### config.mk
export PLATFORM = sky130hd
export DESIGN_NAME = parity_generator_flat
export DESIGN_NICKNAME = d
export VERILOG_FILES = /design/src/rtl/parity_generator_if.sv /design/src/rtl/parity_generator.sv /design/src/flat_wrapper.sv
export SDC_FILE = /design/constraint.sdc
export NUM_CORES = 1
export LEC_CHECK = 0
export ABC_CLOCK_PERIOD_IN_PS = 2370
export BUFFER_PORTS_ARGS = -buffer_cell sky130_fd_sc_hd__clkbuf_2
export CAP_MARGIN = 5
export CELL_PAD_IN_SITES_DETAIL_PLACEMENT = 0
export CELL_PAD_IN_SITES_GLOBAL_PLACEMENT = 1
export CORE_MARGIN = 2
export CORE_UTILIZATION = 36
export DETAILED_ROUTE_END_ITERATION = 8
export PLACE_DENSITY = 0.78
export SETUP_SLACK_MARGIN = 0.05
export SYNTH_ARGS = -nofsm -noshare
export SYNTH_HDL_FRONTEND = slang
export SYNTH_SLANG_ARGS = --single-unit
### constraint.sdc
create_clock -name clk -period 2.37 [get_ports clk]
set_input_delay 0.237 -clock clk [delete_from_list [all_inputs] [get_ports clk]]
set_output_delay 0.237 -clock clk [all_outputs]
set_load 0.02 [all_outputs]
### src/rtl/parity_generator_if.sv
// Word/parity handshake between a producer and the parity generator.
interface parity_generator_if #(
  parameter int unsigned DATA_W = 4,
  parameter int unsigned CNT_W  = 8
);
  logic              in_valid;
  logic [DATA_W-1:0] data_in;
  logic              chk_en;
  logic              parity_in;
  logic              clr_count;
  logic              even_parity;
  logic              odd_parity;
  logic              out_valid;
  logic              parity_err;
  logic [CNT_W-1:0]  err_count;

  // Producer side: drives words, observes parity results.
  modport master (
    output in_valid, data_in, chk_en, parity_in, clr_count,
    input  even_parity, odd_parity, out_valid, parity_err, err_count
  );

  // Parity generator side.
  modport slave (
    input  in_valid, data_in, chk_en, parity_in, clr_count,
    output even_parity, odd_parity, out_valid, parity_err, err_count
  );
endinterface

### src/rtl/parity_generator.sv
// Registered even/odd parity generator with optional received-parity check
// and a saturating error counter.
module parity_generator #(
  parameter int unsigned DATA_W    = 4,
  parameter bit          CHECK_ODD = 1'b0,
  parameter int unsigned CNT_W     = 8
) (
  input logic               clk,
  input logic               rst_n,
  parity_generator_if.slave bus
);

  localparam logic [CNT_W-1:0] CNT_MAX = '1;

  logic             even_q;
  logic             odd_q;
  logic             valid_q;
  logic             err_q;
  logic [CNT_W-1:0] cnt_q;

  logic ep_c;
  logic exp_c;
  logic mismatch_c;

  // Parity of the incoming word and the checker's verdict on it.
  always_comb begin
    ep_c       = ^bus.data_in;
    exp_c      = CHECK_ODD ? ~ep_c : ep_c;
    mismatch_c = bus.in_valid & bus.chk_en & (bus.parity_in != exp_c);
  end

  // Parity/valid/error registers; parity and error hold when no word is accepted.
  always_ff @(posedge clk or negedge rst_n) begin
    if (!rst_n) begin
      even_q  <= 1'b0;
      odd_q   <= 1'b1;
      valid_q <= 1'b0;
      err_q   <= 1'b0;
    end else begin
      valid_q <= bus.in_valid;
      if (bus.in_valid) begin
        even_q <= ep_c;
        odd_q  <= ~ep_c;
        err_q  <= mismatch_c;
      end
    end
  end

  // Saturating error counter; clear wins over a same-cycle increment.
  always_ff @(posedge clk or negedge rst_n) begin
    if (!rst_n) begin
      cnt_q <= '0;
    end else if (bus.clr_count) begin
      cnt_q <= '0;
    end else if (mismatch_c && (cnt_q != CNT_MAX)) begin
      cnt_q <= cnt_q + CNT_W'(1);
    end
  end

  assign bus.even_parity = even_q;
  assign bus.odd_parity  = odd_q;
  assign bus.out_valid   = valid_q;
  assign bus.parity_err  = err_q;
  assign bus.err_count   = cnt_q;

endmodule

### src/flat_wrapper.sv
// flat-port wrapper written by rule: the top's interface ports become plain ports
module parity_generator_flat 
#(
  parameter int unsigned DATA_W    = 4,
  parameter bit          CHECK_ODD = 1'b0,
  parameter int unsigned CNT_W     = 8
)
  (clk, rst_n, bus_in_valid, bus_data_in, bus_chk_en, bus_parity_in, bus_clr_count, bus_even_parity, bus_odd_parity, bus_out_valid, bus_parity_err, bus_err_count);
  parity_generator_if #(.DATA_W(DATA_W), .CNT_W(CNT_W)) bus_i ();
  input logic clk;
  input logic rst_n;
  input wire logic [$bits(bus_i.in_valid)-1:0] bus_in_valid;
  input wire logic [$bits(bus_i.data_in)-1:0] bus_data_in;
  input wire logic [$bits(bus_i.chk_en)-1:0] bus_chk_en;
  input wire logic [$bits(bus_i.parity_in)-1:0] bus_parity_in;
  input wire logic [$bits(bus_i.clr_count)-1:0] bus_clr_count;
  output wire logic [$bits(bus_i.even_parity)-1:0] bus_even_parity;
  output wire logic [$bits(bus_i.odd_parity)-1:0] bus_odd_parity;
  output wire logic [$bits(bus_i.out_valid)-1:0] bus_out_valid;
  output wire logic [$bits(bus_i.parity_err)-1:0] bus_parity_err;
  output wire logic [$bits(bus_i.err_count)-1:0] bus_err_count;
  assign bus_i.in_valid = bus_in_valid;
  assign bus_i.data_in = bus_data_in;
  assign bus_i.chk_en = bus_chk_en;
  assign bus_i.parity_in = bus_parity_in;
  assign bus_i.clr_count = bus_clr_count;
  assign bus_even_parity = bus_i.even_parity;
  assign bus_odd_parity = bus_i.odd_parity;
  assign bus_out_valid = bus_i.out_valid;
  assign bus_parity_err = bus_i.parity_err;
  assign bus_err_count = bus_i.err_count;
  parity_generator #(.DATA_W(DATA_W), .CHECK_ODD(CHECK_ODD), .CNT_W(CNT_W)) u_core (.clk(clk), .rst_n(rst_n), .bus(bus_i));
endmodule
==> out/results.txt, run 1 <==
clock sinks: 12
top area cells in the synthesized netlist: dfrtp_1 39%, mux2_2 6.4%, nor2b_1 4.4%
worst skew pair latency: 270 ps
first-pass GRT wire length: 2.10 mm
initial antenna violation count: 0
FF-to-FF setup slack: 400 ps
status: finished clean
final worst path period need: 1970 ps
leakage: 0.433 nW
Mapped Area: 706 um2
#FFs+latches synth: 12
synthesis-to-finish area growth: 25.0%
CTS resizes: 0
hold-critical path depth: 1
pwr dens: 559 nW/um2
core box area: 1900 um2
All-Layer GR Usage: 13.2%
Hold EP: u_core.bus.out_valid$_DFF_PN0_
Via density: 4.97
input/output buffers: 21
die width: 48.3 um
Post-Synthesis Cells: 67
total CTS buffers: 3
most common cell after layout, fill and taps aside: clkbuf_2
RR Endpoint: u_core.bus.err_count[4]$_DFFE_PN0P_
worst-path cell chain: ha_1 -> and3_1 -> and3_1 -> nor4_1 -> mux2_2
DRT Wirelength: 1.39 mm
antenna diode count: 0
Initial Util: 37.1%
max_cap viols: 0
Final Hold Fails: 0
Syn Area/Cell: 10.5 um2
area share of the largest cell type after synthesis: 39.0%
worst-path fanout max: 9
# Post-CTS Setup Buffers: 0
final period utilization: 83.3%
Yosys cell types: 31
CP required: 2530 ps
Pwr Total: 0.493 mW
htree depth: 1
syn_nets: 78
leading area contributor after synthesis: dfrtp_1
relative slew slack: 76.5%
final estimated routing congestion in global placement: 0.735
sequential fraction of the synthesis area: 42.7%
largest net degree at the start of global routing: 14
worst clock skew: 2.56 ps
Setup crit end kind: flop
Worst EP arrival: 2130 ps
CTS tree: done
# rows: 16
Die Area: 2330 um2
placed inst area: 836 um2
Hold Buf Count CTS: 1
WS Path Type: reg -> reg
Root Driver: clkbuf_4
worst slew pin tran: 350 ps
drc violations: 0
Worst path max stage delay: 430 ps
Nets: 103
Crit Reg-Reg Startpoint: u_core.bus.err_count[0]$_DFFE_PN0P_
fmax: 0.506 GHz
num ports: 22
synth warn: 0
Max Slew Vio Count: 0
min-delay src: bus_in_valid
drt wl/cell: 11.8 um
Bufs on Longest Clock Path: 2
Clock transition at path regs: 80 ps
most frequent cells in the layout: 21 x clkbuf_2, 11 x dfrtp_1, 5 x nor2b_1, 5 x nor2_1, 5 x nor4_1
drt pass-1 iters: 4
hold slack final: 155 ps
CP max-delay cell: dfrtp_1
most numerous cell on the critical path: and3_1
GRT Residual Overflow: 0
peak supply drop: 0.362 mV
setup TNS: 0 ps
Reg2Reg Depth: 5
Worst Hold Class: in -> reg
total number of vias: 587
DR iter-0 viols: 8
Routed Antenna Nets: 0
vias in the first global route: 462
layout cells sized above 1: 37.4%
# setup viols final: 0
DIE HEIGHT: 48.3 um
final instance area: 882 um2
critical path launch point type: flop
unrepaired setup endpoints after global routing: false
==> stage by stage <==
stage / util [%] / instances / worst slack (ps)
2_1_floorplan: - / 67 / 398
3_3_place_gp: 43.9 / 113 / 427
3_5_place_dp: 43.9 / 113 / 387
4_1_cts: 46.4 / 118 / 389
5_1_grt: 46.4 / 118 / 264
6_report: 46.4 / 118 / 395
==> worst max-delay path: cells and delay by family (launching register included) <==
kind / cells / cell delay [ps]
muxes: 1 / 380
and+or+nand+nor: 3 / 820
DFF: 1 / 430
adders and majority gates: 1 / 240
==> synth_stat cells <==
master	instances
o31ai_1	2
mux2_1	1
xnor2_2	1
nor3_1	1
nand3_1	3
inv_1	2
dfrtp_1	11
mux2_2	4
nand2_1	4
clkbuf_1	1
xnor3_2	1
or4_1	1
and4_1	1
and2_1	1
xnor2_1	2
nor2b_1	5
and3_1	3
clkbuf_2	1
o22ai_1	1
a21oi_1	2
nand2_2	1
nor2_1	5
nor4b_1	1
o21a_1	1
ha_1	1
o21ai_0	1
nor4_1	5
nand4b_1	1
a41oi_1	1
dfstp_2	1
xor3_4	1
==> cell type report <==
| class | count | area, um2 |
|---|---|---|
| clock buffers | 4 | 36.3 |
| fillers | 192 | 1020 |
| inverters | 2 | 7.51 |
| flip-flops and latches | 12 | 302 |
| well taps | 27 | 33.8 |
| repair buffers | 22 | 115 |
| multi-input cells | 51 | 388 |
==> layer usage <==
| layer | share of wire (%) | global-route usage (%) | up-vias |
|---|---|---|---|
| li1 | - | - | 296 |
| met2 | 46 | 18.2 | 24 |
| met4 | 0.58 | 3.24 | 0 |
| met1 | 47 | 18.9 | 265 |
| met3 | 6.6 | 5.56 | 2 |
| met5 | 0 | 0 | - |
==> logic make-up (layout without fill, tap and decap cells) <==
logic type      count (synthesis)  count (layout)  share of synthesized area, %
simple gates                   32              32                          25.7
flops                          12              12                          42.7
compound gates                  8               8                          7.45
xor+xnor                        5               5                          12.1
mux                             5               5                          7.98
buf+inv                         4              28                          2.30
fa+ha+maj                       1               1                          1.77
==> sequential cells by signal, summed over array words and instances, names as in the netlist <==
name and count:
u_core.bus.even_parity 1, u_core.bus.parity_err 1, u_core.bus.out_valid 1, u_core.bus.err_count 8, u_core.bus.odd_parity 1
==> how the worst max path moves through the flow <==
stage               cells after the start                                 from  slack [ps]                                   to
floorplan                               6  u_core.bus.err_count[0]$_DFFE_PN0P_         400  u_core.bus.err_count[2]$_DFFE_PN0P_
global placement                        5  u_core.bus.err_count[0]$_DFFE_PN0P_         430  u_core.bus.err_count[2]$_DFFE_PN0P_
detailed placement                      5  u_core.bus.err_count[0]$_DFFE_PN0P_         390  u_core.bus.err_count[2]$_DFFE_PN0P_
CTS                                     5  u_core.bus.err_count[0]$_DFFE_PN0P_         390  u_core.bus.err_count[2]$_DFFE_PN0P_
global route                            5  u_core.bus.err_count[0]$_DFFE_PN0P_         260  u_core.bus.err_count[2]$_DFFE_PN0P_
finish                                  5  u_core.bus.err_count[0]$_DFFE_PN0P_         400  u_core.bus.err_count[4]$_DFFE_PN0P_
==> power by group <==
part	switching, mW	leakage [nW]	internal [mW]
clock	0.0684	0.0210	0.0934
combinational	0.0602	0.254	0.0453
sequential	0.00702	0.158	0.219
(Power assumes the default switching activity.)
==> inputs of run 2 (changes only) <==
ABC_AREA = 1   (was unset)
ABC_CLOCK_PERIOD_IN_PS = 1770   (was 2370)
CORE_UTILIZATION = 31   (was 36)
PLACE_DENSITY = 0.75   (was 0.78)
clock period = 1.77 ns   (was 2.37 ns; I/O delays follow)
==> out/results.txt, run 2 <==
Hold Buf Count CTS: 1
most common cell after layout, fill and taps aside: nand2_1
core box area: 2280 um2
worst clock skew: 1.64 ps
All-Layer GR Usage: 14.1%
total number of vias: 733
final period utilization: 84.0%
Hold EP: u_core.bus.out_valid$_DFF_PN0_
#FFs+latches synth: 12
area share of the largest cell type after synthesis: 36.1%
sequential fraction of the synthesis area: 39.5%
pwr dens: 718 nW/um2
Bufs on Longest Clock Path: 2
hold-critical path depth: 1
CTS resizes: 0
status: finished clean
leakage: 0.517 nW
Syn Area/Cell: 7.27 um2
Pwr Total: 0.678 mW
total CTS buffers: 3
htree depth: 1
initial antenna violation count: 0
input/output buffers: 21
layout cells sized above 1: 30.0%
peak supply drop: 0.416 mV
top area cells in the synthesized netlist: dfrtp_1 36%, nand2_1 16%, nand3_1 6.6%
# setup viols final: 0
vias in the first global route: 706
fmax: 0.672 GHz
RR Endpoint: u_core.bus.err_count[6]$_DFFE_PN0P_
clock sinks: 12
worst slew pin tran: 314 ps
DP Wirelength: 1.26 mm
Initial Util: 33.5%
CTS tree: done
DR iter-0 viols: 12
syn_nets: 116
Crit Reg-Reg Startpoint: u_core.bus.err_count[0]$_DFFE_PN0P_
Setup crit end kind: flop
synthesis-to-finish area growth: 23.8%
GRT Residual Overflow: 0
num ports: 22
Max Slew Vio Count: 0
worst skew pair latency: 270 ps
final worst path period need: 1490 ps
top cells by count, synth: 33 x nand2_1, 11 x dfrtp_1, 11 x inv_1
max_cap viols: 0
Nets: 142
unrepaired setup endpoints after global routing: false
Synth Flop Type: dfrtp_1
Mapped Area: 763 um2
Worst EP arrival: 1650 ps
Yosys cell types: 25
setup TNS: 0 ps
drt pass-1 iters: 4
relative slew slack: 78.9%
Routed Antenna Nets: 0
CP required: 1930 ps
Final Hold Fails: 0
Clock transition at path regs: 80 ps
drc violations: 0
drt wl/cell: 10.2 um
most frequent cell after synthesis: nand2_1
# rows: 17
Worst Hold Class: in -> reg
Post-Synthesis Cells: 105
min-delay src: bus_in_valid
Fillers: 254
largest net degree at the start of global routing: 13
Post-synth ARST share: 100%
final estimated routing congestion in global placement: 0.738
DIE HEIGHT: 53.6 um
synth warn: 0
Via density: 4.64
worst-path fanout max: 9
WS Path Type: reg -> reg
Post-synth EDFFs: 0
leading area contributor after synthesis: dfrtp_1
die width: 53.6 um
first-pass GRT wire length: 2.95 mm
max reg flops: 8
Die Area: 2880 um2
hold slack final: 80.5 ps
# Post-CTS Setup Buffers: 0
most frequent cells in the layout: 33 x nand2_1, 21 x clkbuf_2, 11 x inv_1, 11 x dfrtp_1, 10 x nand3_1
FF-to-FF setup slack: 280 ps
antenna diode count: 0
Root Driver: clkbuf_4
critical path launch point type: flop
DRT Wirelength: 1.61 mm
Reg2Reg Depth: 8
run 2: changes by cell type after synthesis, moves of 4 or more:
cell / previous run / this run
nor2_1: 5 / 9
nor2b_1: 5 / 0
nor4_1: 5 / 1
nand2_2: 1 / 7
nand3_1: 3 / 10
mux2_2: 4 / 0
inv_1: 2 / 11
nand2_1: 4 / 33
run 2: final cells by class:
type                       instances  area [um2]  area share, %
clock buffer                       4        36.3           3.84
multi-input combinational         79         408           43.2
inverter                          13        48.8           5.17
timing repair buffer              22         115           12.2
tap                               28        35.0           3.71
sequential                        12         302           31.9
run 2: per-stage QoR:
step	cell area [um2]	util [%]	cells	setup slack (ps)
4_1_cts	945	41.5	158	271
6_report	945	41.5	158	283
3_3_place_gp	898	39.5	153	330
3_5_place_dp	898	39.5	153	283
5_1_grt	945	41.5	158	135
2_1_floorplan	763	-	105	287
run 2: per-layer routing:
layer | GRT usage, % | share of wire [%] | vias up
li1 | - | - | 382
met1 | 17.6 | 48 | 325
met2 | 24.1 | 45 | 22
met3 | 2.50 | 5.3 | 4
met4 | 5.13 | 1.4 | 0
met5 | 0 | 0 | -
run 2: power breakdown:
part	switching [mW]	total [mW]	internal, mW
logic	0.0949	0.147	0.0517
registers	0.0168	0.312	0.295
clock network	0.0950	0.220	0.125
total	0.207	0.678	0.472
run 2: how the worst max path moves through the flow:
stage | slack (ps) | depth (start not counted) | endpoint | from
floorplan | 290 | 8 | u_core.bus.err_count[0]$_DFFE_PN0P_ | u_core.bus.err_count[0]$_DFFE_PN0P_
CTS | 270 | 8 | u_core.bus.err_count[0]$_DFFE_PN0P_ | u_core.bus.err_count[0]$_DFFE_PN0P_
global route | 140 | 8 | u_core.bus.err_count[4]$_DFFE_PN0P_ | u_core.bus.err_count[0]$_DFFE_PN0P_
global placement | 330 | 8 | u_core.bus.err_count[2]$_DFFE_PN0P_ | u_core.bus.err_count[0]$_DFFE_PN0P_
detailed placement | 280 | 8 | u_core.bus.err_count[2]$_DFFE_PN0P_ | u_core.bus.err_count[0]$_DFFE_PN0P_
finish | 280 | 8 | u_core.bus.err_count[6]$_DFFE_PN0P_ | u_core.bus.err_count[0]$_DFFE_PN0P_
run 2: logic make-up (layout without fill, tap and decap cells):
logic type / Yosys count / after routing / share of synthesized area, %
buffers and inverters: 14 / 39 / 7.05
and+or+nand+nor: 69 / 69 / 44.3
adders and majority gates: 1 / 1 / 1.64
AOI/OAI and AO/OA: 7 / 7 / 5.25
DFF: 12 / 12 / 39.5
xor gates and xnor gates: 2 / 2 / 2.30
run 2: critical path, cell delays in order, from the launching register on:
cell and delay, ps:
dfrtp_1 420, ha_1 180, nand2_1 100, nor2_2 160, nand4_2 110, nand3_4 170, nand2_4 100, nand2_1 80
nand2_1 40
